## src/rtl/spi_sched_pkg.sv

```systemverilog
// Shared types for the SPI host scheduler: FSM state encoding and a
// one-hot to index helper sized for the largest supported requester count.
package spi_sched_pkg;

    // Widest requester vector the helper below understands.
    localparam int MAX_REQ = 8;

    typedef enum logic [2:0] {
        IDLE  = 3'd0,
        START = 3'd1,
        WAIT  = 3'd2,
        RESP  = 3'd3,
        GAP   = 3'd4
    } state_t;

    // Index of the set bit of a one-hot vector; returns 0 for an all-zero vector.
    function automatic logic [2:0] onehot_to_idx(input logic [MAX_REQ-1:0] oh);
        logic [2:0] idx;
        idx = '0;
        for (int k = 0; k < MAX_REQ; k++) begin
            if (oh[k]) begin
                idx = 3'(k);
            end
        end
        return idx;
    endfunction

endpackage

```

## src/rtl/spi_sched_rr_pick.sv

```systemverilog
// Combinational round-robin picker: returns the first requester with req set
// at or after ptr, wrapping modulo N_REQ.
module spi_sched_rr_pick
    import spi_sched_pkg::*;
#(
    parameter  int N_REQ = 4,
    localparam int IW    = (N_REQ > 1) ? $clog2(N_REQ) : 1
) (
    input  logic [N_REQ-1:0] req,
    input  logic [IW-1:0]    ptr,
    output logic [IW-1:0]    idx,
    output logic             valid
);

    // cand[k] is the requester index k positions after ptr, wrapped.
    logic [IW:0]   sum  [N_REQ];
    logic [IW-1:0] cand [N_REQ];

    genvar gi;
    generate
        for (gi = 0; gi < N_REQ; gi++) begin : g_cand
            assign sum[gi]  = {1'b0, ptr} + (IW+1)'(gi);
            assign cand[gi] = (sum[gi] >= (IW+1)'(N_REQ))
                            ? IW'(sum[gi] - (IW+1)'(N_REQ))
                            : sum[gi][IW-1:0];
        end
    endgenerate

    // Scan from the farthest candidate back to ptr so the closest requester wins.
    always_comb begin
        idx = ptr;
        for (int k = N_REQ - 1; k >= 0; k--) begin
            if (req[cand[k]]) begin
                idx = cand[k];
            end
        end
    end

    assign valid = |req;

endmodule

```

## src/rtl/spi_host_scheduler.sv

```systemverilog
// Round-robin scheduler sharing one SPI host between N_REQ requesters.
// Each grant becomes a single-frame host transaction; the received frame is
// returned to the granted requester with a one-cycle done pulse, followed by
// a GAP_CYCLES idle gap before the next grant.
// Optional feature: define SPI_SCHED_TIMEOUT_EN to bound the WAIT state to
// TIMEOUT cycles, completing with rsp_err=1 and rsp_data=0 on expiry.
module spi_host_scheduler
    import spi_sched_pkg::*;
#(
    parameter int N_REQ      = 4,
    parameter int DATA_WIDTH = 8,
    parameter int GAP_CYCLES = 2,
    parameter int TIMEOUT    = 1024
) (
    input  logic                        clk,
    input  logic                        rst,
    input  logic [N_REQ-1:0]            req,
    input  logic [N_REQ*DATA_WIDTH-1:0] req_data,
    output logic [N_REQ-1:0]            gnt,
    output logic [N_REQ-1:0]            done,
    output logic [DATA_WIDTH-1:0]       rsp_data,
    output logic                        rsp_err,
    output logic                        busy,
    output logic                        host_tx_start,
    output logic [DATA_WIDTH-1:0]       host_tx_data,
    input  logic                        host_tx_done,
    input  logic [DATA_WIDTH-1:0]       host_rx_data
);

    localparam int IW = (N_REQ > 1) ? $clog2(N_REQ) : 1;
    localparam int GW = (GAP_CYCLES > 0) ? $clog2(GAP_CYCLES + 1) : 1;

    state_t                  state_q;
    logic [IW-1:0]           ptr_q;
    logic [IW-1:0]           ptr_d;
    logic [N_REQ-1:0]        gnt_q;
    logic [N_REQ-1:0]        gnt_d;
    logic [N_REQ-1:0]        done_q;
    logic [DATA_WIDTH-1:0]   tx_data_q;
    logic [DATA_WIDTH-1:0]   tx_data_d;
    logic [DATA_WIDTH-1:0]   rsp_data_q;
    logic                    tx_start_q;
    logic                    busy_q;
    logic [GW-1:0]           gap_cnt_q;
    logic                    gap_last;

    logic [IW-1:0]           pick_idx;
    logic                    pick_valid;
    logic [IW-1:0]           gnt_idx;

    spi_sched_rr_pick #(
        .N_REQ (N_REQ)
    ) u_pick (
        .req   (req),
        .ptr   (ptr_q),
        .idx   (pick_idx),
        .valid (pick_valid)
    );

    // Grant and frame for the requester chosen this cycle.
    assign gnt_d     = N_REQ'(1) << pick_idx;
    assign tx_data_d = req_data[pick_idx*DATA_WIDTH +: DATA_WIDTH];

    // The pointer moves to the requester after the one just served.
    assign gnt_idx = IW'(onehot_to_idx(MAX_REQ'(gnt_q)));
    assign ptr_d   = (int'(gnt_idx) == N_REQ - 1) ? '0 : gnt_idx + IW'(1);

    assign gap_last = (int'(gap_cnt_q) >= GAP_CYCLES - 1);

`ifdef SPI_SCHED_TIMEOUT_EN
    localparam int TW = $clog2(TIMEOUT + 1);

    logic [TW-1:0] wait_cnt_q;
    logic          rsp_err_q;
    logic          wait_expired;

    // Expires on the TIMEOUT-th WAIT cycle without a host completion.
    assign wait_expired = (int'(wait_cnt_q) >= TIMEOUT - 1);
    assign rsp_err      = rsp_err_q;
`else
    logic unused_timeout;

    assign unused_timeout = (TIMEOUT > 0);
    assign rsp_err        = 1'b0;
`endif

    // Main transaction FSM with all outputs registered.
    always_ff @(posedge clk or posedge rst) begin
        if (rst) begin
            state_q    <= IDLE;
            ptr_q      <= '0;
            gnt_q      <= '0;
            done_q     <= '0;
            tx_start_q <= 1'b0;
            tx_data_q  <= '0;
            rsp_data_q <= '0;
            busy_q     <= 1'b0;
            gap_cnt_q  <= '0;
`ifdef SPI_SCHED_TIMEOUT_EN
            wait_cnt_q <= '0;
            rsp_err_q  <= 1'b0;
`endif
        end else begin
            tx_start_q <= 1'b0;
            done_q     <= '0;
            case (state_q)
                IDLE: begin
                    if (pick_valid) begin
                        state_q    <= START;
                        gnt_q      <= gnt_d;
                        tx_data_q  <= tx_data_d;
                        tx_start_q <= 1'b1;
                        busy_q     <= 1'b1;
                    end
                end
                START: begin
                    // A host_tx_done seen here belongs to nothing and is dropped.
                    state_q <= WAIT;
`ifdef SPI_SCHED_TIMEOUT_EN
                    wait_cnt_q <= '0;
`endif
                end
                WAIT: begin
                    if (host_tx_done) begin
                        state_q    <= RESP;
                        done_q     <= gnt_q;
                        rsp_data_q <= host_rx_data;
`ifdef SPI_SCHED_TIMEOUT_EN
                        rsp_err_q  <= 1'b0;
                    end else if (wait_expired) begin
                        state_q    <= RESP;
                        done_q     <= gnt_q;
                        rsp_data_q <= '0;
                        rsp_err_q  <= 1'b1;
                    end else begin
                        wait_cnt_q <= wait_cnt_q + TW'(1);
`endif
                    end
                end
                RESP: begin
                    gnt_q <= '0;
                    ptr_q <= ptr_d;
                    if (GAP_CYCLES == 0) begin
                        state_q <= IDLE;
                        busy_q  <= 1'b0;
                    end else begin
                        state_q   <= GAP;
                        gap_cnt_q <= '0;
                    end
                end
                GAP: begin
                    if (gap_last) begin
                        state_q <= IDLE;
                        busy_q  <= 1'b0;
                    end else begin
                        gap_cnt_q <= gap_cnt_q + GW'(1);
                    end
                end
                default: begin
                    state_q <= IDLE;
                    gnt_q   <= '0;
                    busy_q  <= 1'b0;
                end
            endcase
        end
    end

    assign gnt           = gnt_q;
    assign done          = done_q;
    assign rsp_data      = rsp_data_q;
    assign busy          = busy_q;
    assign host_tx_start = tx_start_q;
    assign host_tx_data  = tx_data_q;

endmodule

```

## config.mk

```make
export PLATFORM = sky130hd
export DESIGN_NAME = spi_host_scheduler
export DESIGN_NICKNAME = d
export VERILOG_FILES = /design/src/rtl/spi_sched_pkg.sv /design/src/rtl/spi_sched_rr_pick.sv /design/src/rtl/spi_host_scheduler.sv
export SDC_FILE = /design/constraint.sdc
export NUM_CORES = 1
export LEC_CHECK = 0
export ABC_AREA = 1
export CAP_MARGIN = 20
export CORE_MARGIN = 3
export CORE_UTILIZATION = 44
export DETAILED_ROUTE_END_ITERATION = 10
export PLACE_DENSITY = 0.78
export SLEW_MARGIN = 20
export SYNTH_ARGS = -nofsm -noshare
export SYNTH_HDL_FRONTEND = slang
export SYNTH_SLANG_ARGS = --single-unit
```

## constraint.sdc

```tcl
create_clock -name clk -period 2.2 [get_ports clk]
set_input_delay 0.44 -clock clk [delete_from_list [all_inputs] [get_ports clk]]
set_output_delay 0.44 -clock clk [all_outputs]
set_load 0.03 [all_outputs]
```

Word level (Yosys, flattened, before mapping)
Cells that the tools add are included.
{"block": "totals", "ff_bits": 33, "out_inout_bits": 27, "word_cells": 86}
{"block": "op_classes", "add_sub_neg": 9, "n_lt_le_gt_ge": 9, "eq_ne": 9, "shift": 2, "mux": 35, "bitwise": 2, "reduce_logical": 11}
{"operator": "$shiftx A32 B6 Y8", "count": 1}
{"operator": "$mux W2", "count": 12}
{"operator": "$pmux W3 S5", "count": 1}
{"operator": "$lt A2 B3 Y1 const B", "count": 4}
{"operator": "$mux W4", "count": 3}
{"operator": "$ge A3 B3 Y1 const B", "count": 3}
{"operator": "$mux W1", "count": 9}
{"operator": "$mux W3", "count": 3}
{"operator": "$bmux W1 S2", "count": 4}
{"operator": "$ne A2 B2 Y1 const B", "count": 4}
{"operator": "$pmux W4 S2", "count": 1}
{"operator": "$reduce_and A2 Y1", "count": 4}
{"operator": "$sub A2 B1 Y2 const B", "count": 4}
{"operator": "$add A2 B2 Y3 const B", "count": 2}
{"operator": "$eq A3 B2 Y1 const B", "count": 2}
{"operator": "$reduce_and A3 Y1", "count": 2}
{"operator": "$reduce_or A3 Y1", "count": 2}
{"operator": "$add A2 B1 Y2 const B", "count": 2}
{"operator": "$pmux W2 S2", "count": 1}
{"operator": "$reduce_or A4 Y1", "count": 1}
{"operator": "$shl A1 B2 Y4 const A", "count": 1}
{"operator": "$add A2 B1 Y3 const B", "count": 1}
{"operator": "$eq A3 B1 Y1 const B", "count": 1}
{"operator": "$eq A3 B3 Y1 const B", "count": 1}
{"operator": "other kinds (7)", "count": 8}

Depth between registers and ports, before layout
Gate-level depths: netlist of the first run.
{"block": "depth", "word_depth": 12, "ltp_mapped": 15, "ltp_nobuf": 15}

By module
Synthesis of the first run repeated with hierarchy kept, for this count alone.
{"block": "hier_totals", "cells_unflattened": 270, "area_unflattened_um2": 1913.1}
{"mod": "spi_host_scheduler", "instances": 1, "cells_per_inst": 220, "area_each_um2": 1695.4, "seq_area_each_um2": 825.8}
{"mod": "spi_sched_rr_pick", "instances": 1, "cells_per_inst": 50, "area_each_um2": 217.7, "seq_area_each_um2": 0.0}

Worst setup path after synthesis of the first run
Ideal clock, no wire load.
{"block": "synth_path", "path_kind": "register -> register", "startpoint": "register ptr_q[0]", "endpoint": "register tx_data_q[0], in the netlist host_tx_data[0]", "setup_ns": 0.116, "t_arrival_ns": 1.472, "required_time_ns": 2.084, "slack_ns": 0.612, "path_stages_with_launch": 14, "n_path_buf": 1, "synth_period_minus_slack_ns": 1.588, "cell_sequence": "dfrtp_1 buf_6 o21ai_2 nand2_1 nand2_1 nand2_1 nand2_4 nand3_2 nand2_2 nand2_1 nand3_1 nand2_1 inv_1 nand2_1"}
{"block": "synth_via", "elab_chain_cells": 10}
{"element": "from (decl)", "line": "spi_host_scheduler.sv:34", "rtl": "logic [IW-1:0] ptr_q;"}
{"element": "from (signal assigned)", "line": "spi_host_scheduler.sv:142", "rtl": "ptr_q <= ptr_d;"}
{"element": "$add A2 B2 Y3", "line": "spi_sched_rr_pick.sv:22", "rtl": "assign sum[gi] = {1'b0, ptr} + (IW+1)'(gi);"}
{"element": "$ge A3 B3 Y1 / $sub A2 B1 Y2 (equally long branches)", "line": "spi_sched_rr_pick.sv:23, spi_sched_rr_pick.sv:24"}
{"element": "$mux W2", "line": "spi_sched_rr_pick.sv:24", "rtl": "? IW'(sum[gi] - (IW+1)'(N_REQ))"}
{"element": "$bmux W1 S2", "line": "spi_sched_rr_pick.sv:33", "rtl": "if (req[cand[k]]) begin"}
{"element": "$mux W1 (not written as such)", "line": "spi_sched_rr_pick.sv:33"}
{"element": "$mux W2 (3 in a row)", "line": "spi_sched_rr_pick.sv:33"}
{"element": "$mux W2 *", "line": "spi_sched_rr_pick.sv:33"}
{"element": "$shiftx A32 B6 Y8 *", "line": "spi_host_scheduler.sv:62", "rtl": "assign tx_data_d = req_data[pick_idx*DATA_WIDTH +: DATA_WIDTH];"}
{"element": "to (signal assigned)", "line": "spi_host_scheduler.sv:111", "rtl": "tx_data_q <= tx_data_d;"}
{"element": "to (decl)", "line": "spi_host_scheduler.sv:39", "rtl": "logic [DATA_WIDTH-1:0] tx_data_q;"}
Every way passes the cells marked *; elsewhere a longest branch is shown, timed or not. The select of a mux whose other input is x is not followed.
A chain may end at the register's enable or synchronous reset.

Worst setup path in the final report of the first run
{"block": "layout_path", "startpoint": "register ptr_q[0]", "endpoint": "register tx_data_q[2], in the netlist host_tx_data[2]"}
The elaborated chain is that of the path after synthesis.

==> out/metrics.cfg, run 1 <==
[floorplanning]
core_um2=4120
start_util_pct=46.9
fp.dieW_um=72.3
rows=23
die_y_um=72.3
io_pins=74
die_area_um2=5220

[outcome]
status=completed

[cts]
cts_root_buffer=clkbuf_8
cts_tree=done
cts_buffer_depth=2
cts_hold_buf=0
cts_resized=0
clk_pin_slew_ns=0.08
cts_buffers=5
htreeDepth=2
clock-sinks=33
clk_latency_ns=0.29
cts_setup_buffers=0

[logic_synthesis]
syn_area_per_cell_um2=7.40
yosysSeqAreaShare_pct=42.7
ys_ff_latch=33
async_reset_ff_share_pct=100
synth_nets=309
synthFlopType=dfrtp_1
synth-edff-count=0
yosys.cell_types.count=27
ys.warnings.count=0
netlist_area_um2=1930
netlist_instances=261

[final_layout]
diodes=0
layout.cells.non_filler=390
nets=387
design_area_um2=2830
layout-drive-gt1-share_pct=10.9
layout_common_cells=nand2_1 (87), clkdlybuf4s50_1 (72), inv_1 (42)
syn2layout_area_growth_pct=46.4
final_common_cell=nand2_1
regArea_um2=826
fill_cells=356
multiInputGateArea_um2=898
fin_util_pct=68.7

[detailed_routing]
wl_per_cell_um=12.1
vias_per_cell=4.87
ant_nets=0
drcViolationCount=0
first_pass_iters=4
drt_wl_total_um=4720
num_vias=1901
drt_first_iter_violations=82

[setup_path]
worstPathArrival_ns=2.14
critPathRequiredTime_ns=2.38
timing_worst_setup_path_type=flop to flop
worst-r2r-setup-slack_ns=0.24
critPathMaxFanout=9
cp-end-kind=flop
cp-start-kind=flop

[timing]
finalSetupViolations=0
max_freq_ghz=0.510
finalCritPeriodShare_pct=89.1
slew_violations=0
holdWs_ns=0.483
hold_viol=0
skew_ns=0.00792
setup_slack_ns=0.239
finalCriticalPeriod_ns=1.96
grt_setup_unrepaired=no
fin_tns_setup_ns=0

[power_and_ir_drop]
vdd.ir_drop.worst_mv=0.887
powerDensity_nw_per_um2=1570
p_leak_nw=1.44
fin_total_pwr_mw=4.44

[placed_design]
dp_cells=382
dp_slack_ns=0.00549
globalplace.congestion=0.955
placed_area_um2=2710
io_buffers=72
dp_hpwl_um=3700

[grt]
grt_usage_pct=19.4
grt_pass1_wl_um=8110
busiest_layer=met2
antenna_found_initial=0
use_met3_pct=4.43
grt_use_met1_pct=25.5
met2_usage_pct=31.7
grt_overflow=0
grt_max_degree=34
first_global_vias=1839

[job]
cap_viol_max_count=0

[min_path]
hp-class=flop to flop

worst paths after layout:
check | from | end | depth (start not counted)
max in group asynchronous | rst | rsp_data[2]$_DFFE_PP0P_ | 3
hold / removal | host_tx_data[1]$_DFFE_PP0P_ | host_tx_data[1]$_DFFE_PP0P_ | 2
setup / recovery | ptr_q[0]$_DFFE_PP0P_ | host_tx_data[2]$_DFFE_PP0P_ | 13
hold reg to reg | host_tx_data[1]$_DFFE_PP0P_ | host_tx_data[1]$_DFFE_PP0P_ | 2
min in group asynchronous | rst | gnt[2]$_DFFE_PP0P_ | 3
setup reg to reg | ptr_q[0]$_DFFE_PP0P_ | host_tx_data[2]$_DFFE_PP0P_ | 13
registers in the layout, indices dropped and copies added, names as in the netlist:
signal,flops
host_tx_data,8
state_q,3
ptr_q,2
gnt,4
busy,1
done,4
gap_cnt_q,2
rsp_data,8
host_tx_start,1
cell families after synthesis:
logic type / count (synthesis) / share of synthesized area, %
and+or+nand+nor: 152 / 36.8
buffers and inverters: 52 / 10.8
DFF: 33 / 42.7
AOI/OAI and AO/OA: 14 / 4.21
muxes: 8 / 4.66
adders and majority gates: 1 / 0.648
other: 1 / 0.194
per-layer routing:
layer	routed length, µm	part of all wire (%)	vias to the layer above
met5	0	0	-
met4	35	0.74	0
met3	244	5.2	4
met2	2260	48	51
met1	2180	46	877
li1	-	-	969
synthesized netlist by cell type (all sizes together), types with 2 or more instances:
library cell  number  area share (%)
nor3               5             1.3
mux2               8             4.7
o22ai              2            0.65
clkbuf             2            0.39
nand3             39              11
buf                3             1.2
o21ai              9             2.5
inv               47             9.1
nor2              12             3.1
nand2             94              21
dfrtp             33              43
critical path, stage by stage (launching register included):
cell and delay, ns:
dfrtp_1 0.49, buf_4 0.21, o21ai_2 0.16, nand2_1 0.08
nand2_1 0.06, nand2_1 0.08, nand2_4 0.10, nand3_2 0.15
nand2_2 0.20, nor2_4 0.06, nand3_1 0.06, nand2_1 0.07
inv_1 0.07, nand2_1 0.05
report_power, final:
part / internal, mW / total [mW] / switching, mW
Combinational: 1.07 / 2.84 / 1.77
Clock: 0.339 / 0.582 / 0.243
Sequential: 0.858 / 1.02 / 0.159
cell type report:
class,instances,share of cell area [%]
inverters,47,6.24
multi-input cells,176,31.8
well taps,50,2.21
clock buffers,5,2.43
repair buffers,76,26.5
flip-flops and latches,33,29.2
clock inverters,3,1.64
Note: power is estimated with default switching activity, not from simulation.
==> run 2: changes to the inputs <==
==> constraint.sdc (replaced) <==
create_clock -name clk -period 2.1 [get_ports clk]
set_input_delay 0.42 -clock clk [delete_from_list [all_inputs] [get_ports clk]]
set_output_delay 0.42 -clock clk [all_outputs]
set_load 0.03 [all_outputs]
==> run 2 against run 1 <==
Global-route usage grew 1.3 points. Via count grew 1.7%. Combinational power grew 10%. Total power grew 7.6%. Cell area grew 1.8%. Die area is the same. Largest cell class unchanged. Critical path depth grew 3. Cell count grew 1.8%. Clock skew shrank 0.0037 ns. Sequential share of layout area shrank 0.46 points.
==> out/metrics.cfg, run 2 (same netlist as run 1, synthesis figures left out) <==
[outcome]
status=completed

[power_and_ir_drop]
vdd.ir_drop.worst_mv=0.878
fin_total_pwr_mw=4.77
p_leak_nw=1.48
powerDensity_nw_per_um2=1660
switching_share_pct=47.7
seqPwrFrac_pct=22.8
p_comb_share_pct=65.5
p_int_mw=2.50
p_sw_mw=2.27
clockPowerShare_pct=11.7

[job]
cap_viol_max_count=0

[setup_path]
r2r_cells=15
timing_worst_setup_path_type=input pin to flop
critPathRequiredTime_ns=2.27
critPathMaxFanout=10
r2r-start=ptr_q[0]$_DFFE_PP0P_
worst-r2r-setup-slack_ns=0.25
cp_top_family=simple AND/OR/NAND/NOR gates
worstPathArrival_ns=2.06
cp-end-kind=flop
cpMaxStageDelayCell=clkdlybuf4s50_1
crit_chain=clkdlybuf4s50_1 > inv_1 > nand2_1 > nand3_1 > nand2_1 > inv_1 > nand2_1 > nand2_4 > nand2_4 > nand2_4 > nand2_4 > nand2_1 > nand3_1 > nand2_1 > nand2_1 > nand2_1
cp-start-kind=input pin
r2r-end=host_tx_data[2]$_DFFE_PP0P_
critPathBufInv=3
slowest_delay_ns=0.49
cpMostUsedCell=nand2_1
cp.depth=16

[detailed_routing]
drt_wl_total_um=4800
ant_nets=0
drt_first_iter_violations=80
first_pass_iters=4
num_vias=1934
wl_per_cell_um=12.1
vias_per_cell=4.87
drcViolationCount=0

[timing]
grt_setup_unrepaired=no
holdWs_ns=0.483
finalSetupViolations=0
slew_violations=0
max_freq_ghz=0.529
hold_viol=0
skew_ns=0.00423
finalCriticalPeriod_ns=1.89
finalCritPeriodShare_pct=90.1

[grt]
grt_overflow=0
antenna_found_initial=0
first_global_vias=1917
grt_max_degree=34
grt_usage_pct=20.7
grt_pass1_wl_um=8580

[floorplanning]
die_y_um=72.3
rows=23
die_area_um2=5220
start_util_pct=46.9
fp.dieW_um=72.3
io_pins=74
core_um2=4120

[final_layout]
diodes=0
layout_common_cells=nand2_1 (87), clkdlybuf4s50_1 (72), inv_1 (42)
final_common_cell=nand2_1
syn2layout_area_growth_pct=49.0
layout-drive-gt1-share_pct=13.0
nets=395
layout.cells.non_filler=397

[cts]
htreeDepth=2
clk_pin_slew_ns=0.06
cts_tree=done
clock-sinks=33
cts_buffers=5
clk_latency_ns=0.28
cts_root_buffer=clkbuf_8
cts_buffer_depth=2

[min_path]
hp-class=flop to flop
whs_path_depth=2
holdPathEnd=host_tx_data[7]$_DFFE_PP0P_
min_from=host_tx_data[7]$_DFFE_PP0P_

[placed_design]
io_buffers=72
dp_cells=389
dp_hpwl_um=3830
globalplace.congestion=0.930

[run 2: changes by cell type in the layout (fill, tap and decap cells not counted)]
cell / change
clkinv_4: -1
dfrtp_2: +1
clkinv_2: +1
buf_4: +8
clkinvlp_4: -1
dfrtp_1: -1
[run 2: worst max-delay path by stage]
stage,startpoint,to,slack [ns]
2_1_floorplan,ptr_q[0]$_DFFE_PP0P_,host_tx_data[0]$_DFFE_PP0P_,0.51
3_3_place_gp,req[0],host_tx_data[4]$_DFFE_PP0P_,-0.07
3_5_place_dp,req[1],host_tx_data[1]$_DFFE_PP0P_,-0.12
6_report,req[0],host_tx_data[1]$_DFFE_PP0P_,0.21
4_1_cts,ptr_q[0]$_DFFE_PP0P_,host_tx_data[2]$_DFFE_PP0P_,0.05
5_1_grt,req[1],host_tx_data[0]$_DFFE_PP0P_,0.002
[run 2: timing repair]
action                                  4_1_cts  5_1_grt
gates resized for setup                       0        1
endpoints found under the hold margin         0        0
setup buffers                                 0        1
endpoints found under the setup margin        0       12
hold buffers                                  0        0
[run 2: power by group through the flow]
| stage | registers, mW | clock network, mW | logic, mW |
|---|---|---|---|
| 5_1_grt | 1.12 | 0.604 | 3.48 |
| 4_1_cts | 1.09 | 0.574 | 3.12 |
| 3_3_place_gp | 1.10 | 0 | 3.06 |
| 2_1_floorplan | 1.43 | 0 | 1.75 |
| 3_5_place_dp | 1.09 | 0 | 3.12 |
| 6_report | 1.09 | 0.560 | 3.13 |
[run 2: final cells by class]
cell class | count | area (µm²)
Fill cell | 348 | 1240
Inverter | 47 | 176
Clock buffer | 5 | 68.8
Tap cell | 50 | 62.6
Sequential cell | 33 | 827
Timing Repair Buffer | 84 | 811
Multi-Input combinational cell | 176 | 898
Clock inverter | 2 | 35.0
[run 2: worst min-delay path, delay by kind of cell (launching register included)]
family / cells / cell delay, ns
and+or+nand+nor: 2 / 0.11
DFF: 1 / 0.34
[run 2: layer usage]
| layer | global-route usage [%] | vias up | part of all wire (%) |
|---|---|---|---|
| li1 | - | 978 | - |
| met5 | 0 | - | 0 |
| met4 | 8.35 | 0 | 1.6 |
| met2 | 32.9 | 73 | 48 |
| met1 | 27.6 | 877 | 44 |
| met3 | 4.43 | 6 | 6.5 |
[run 2: metrics by stage]
step                TNS [ns]  setup WS [ns]  util, %  area [µm²]
floorplan                  0          0.512        -        1930
global placement      -0.409        -0.0664     67.2        2770
detailed placement    -0.960         -0.116     67.2        2770
CTS                        0         0.0452     69.7        2870
global route               0        0.00173     70.0        2880
finish                     0          0.209     70.0        2880
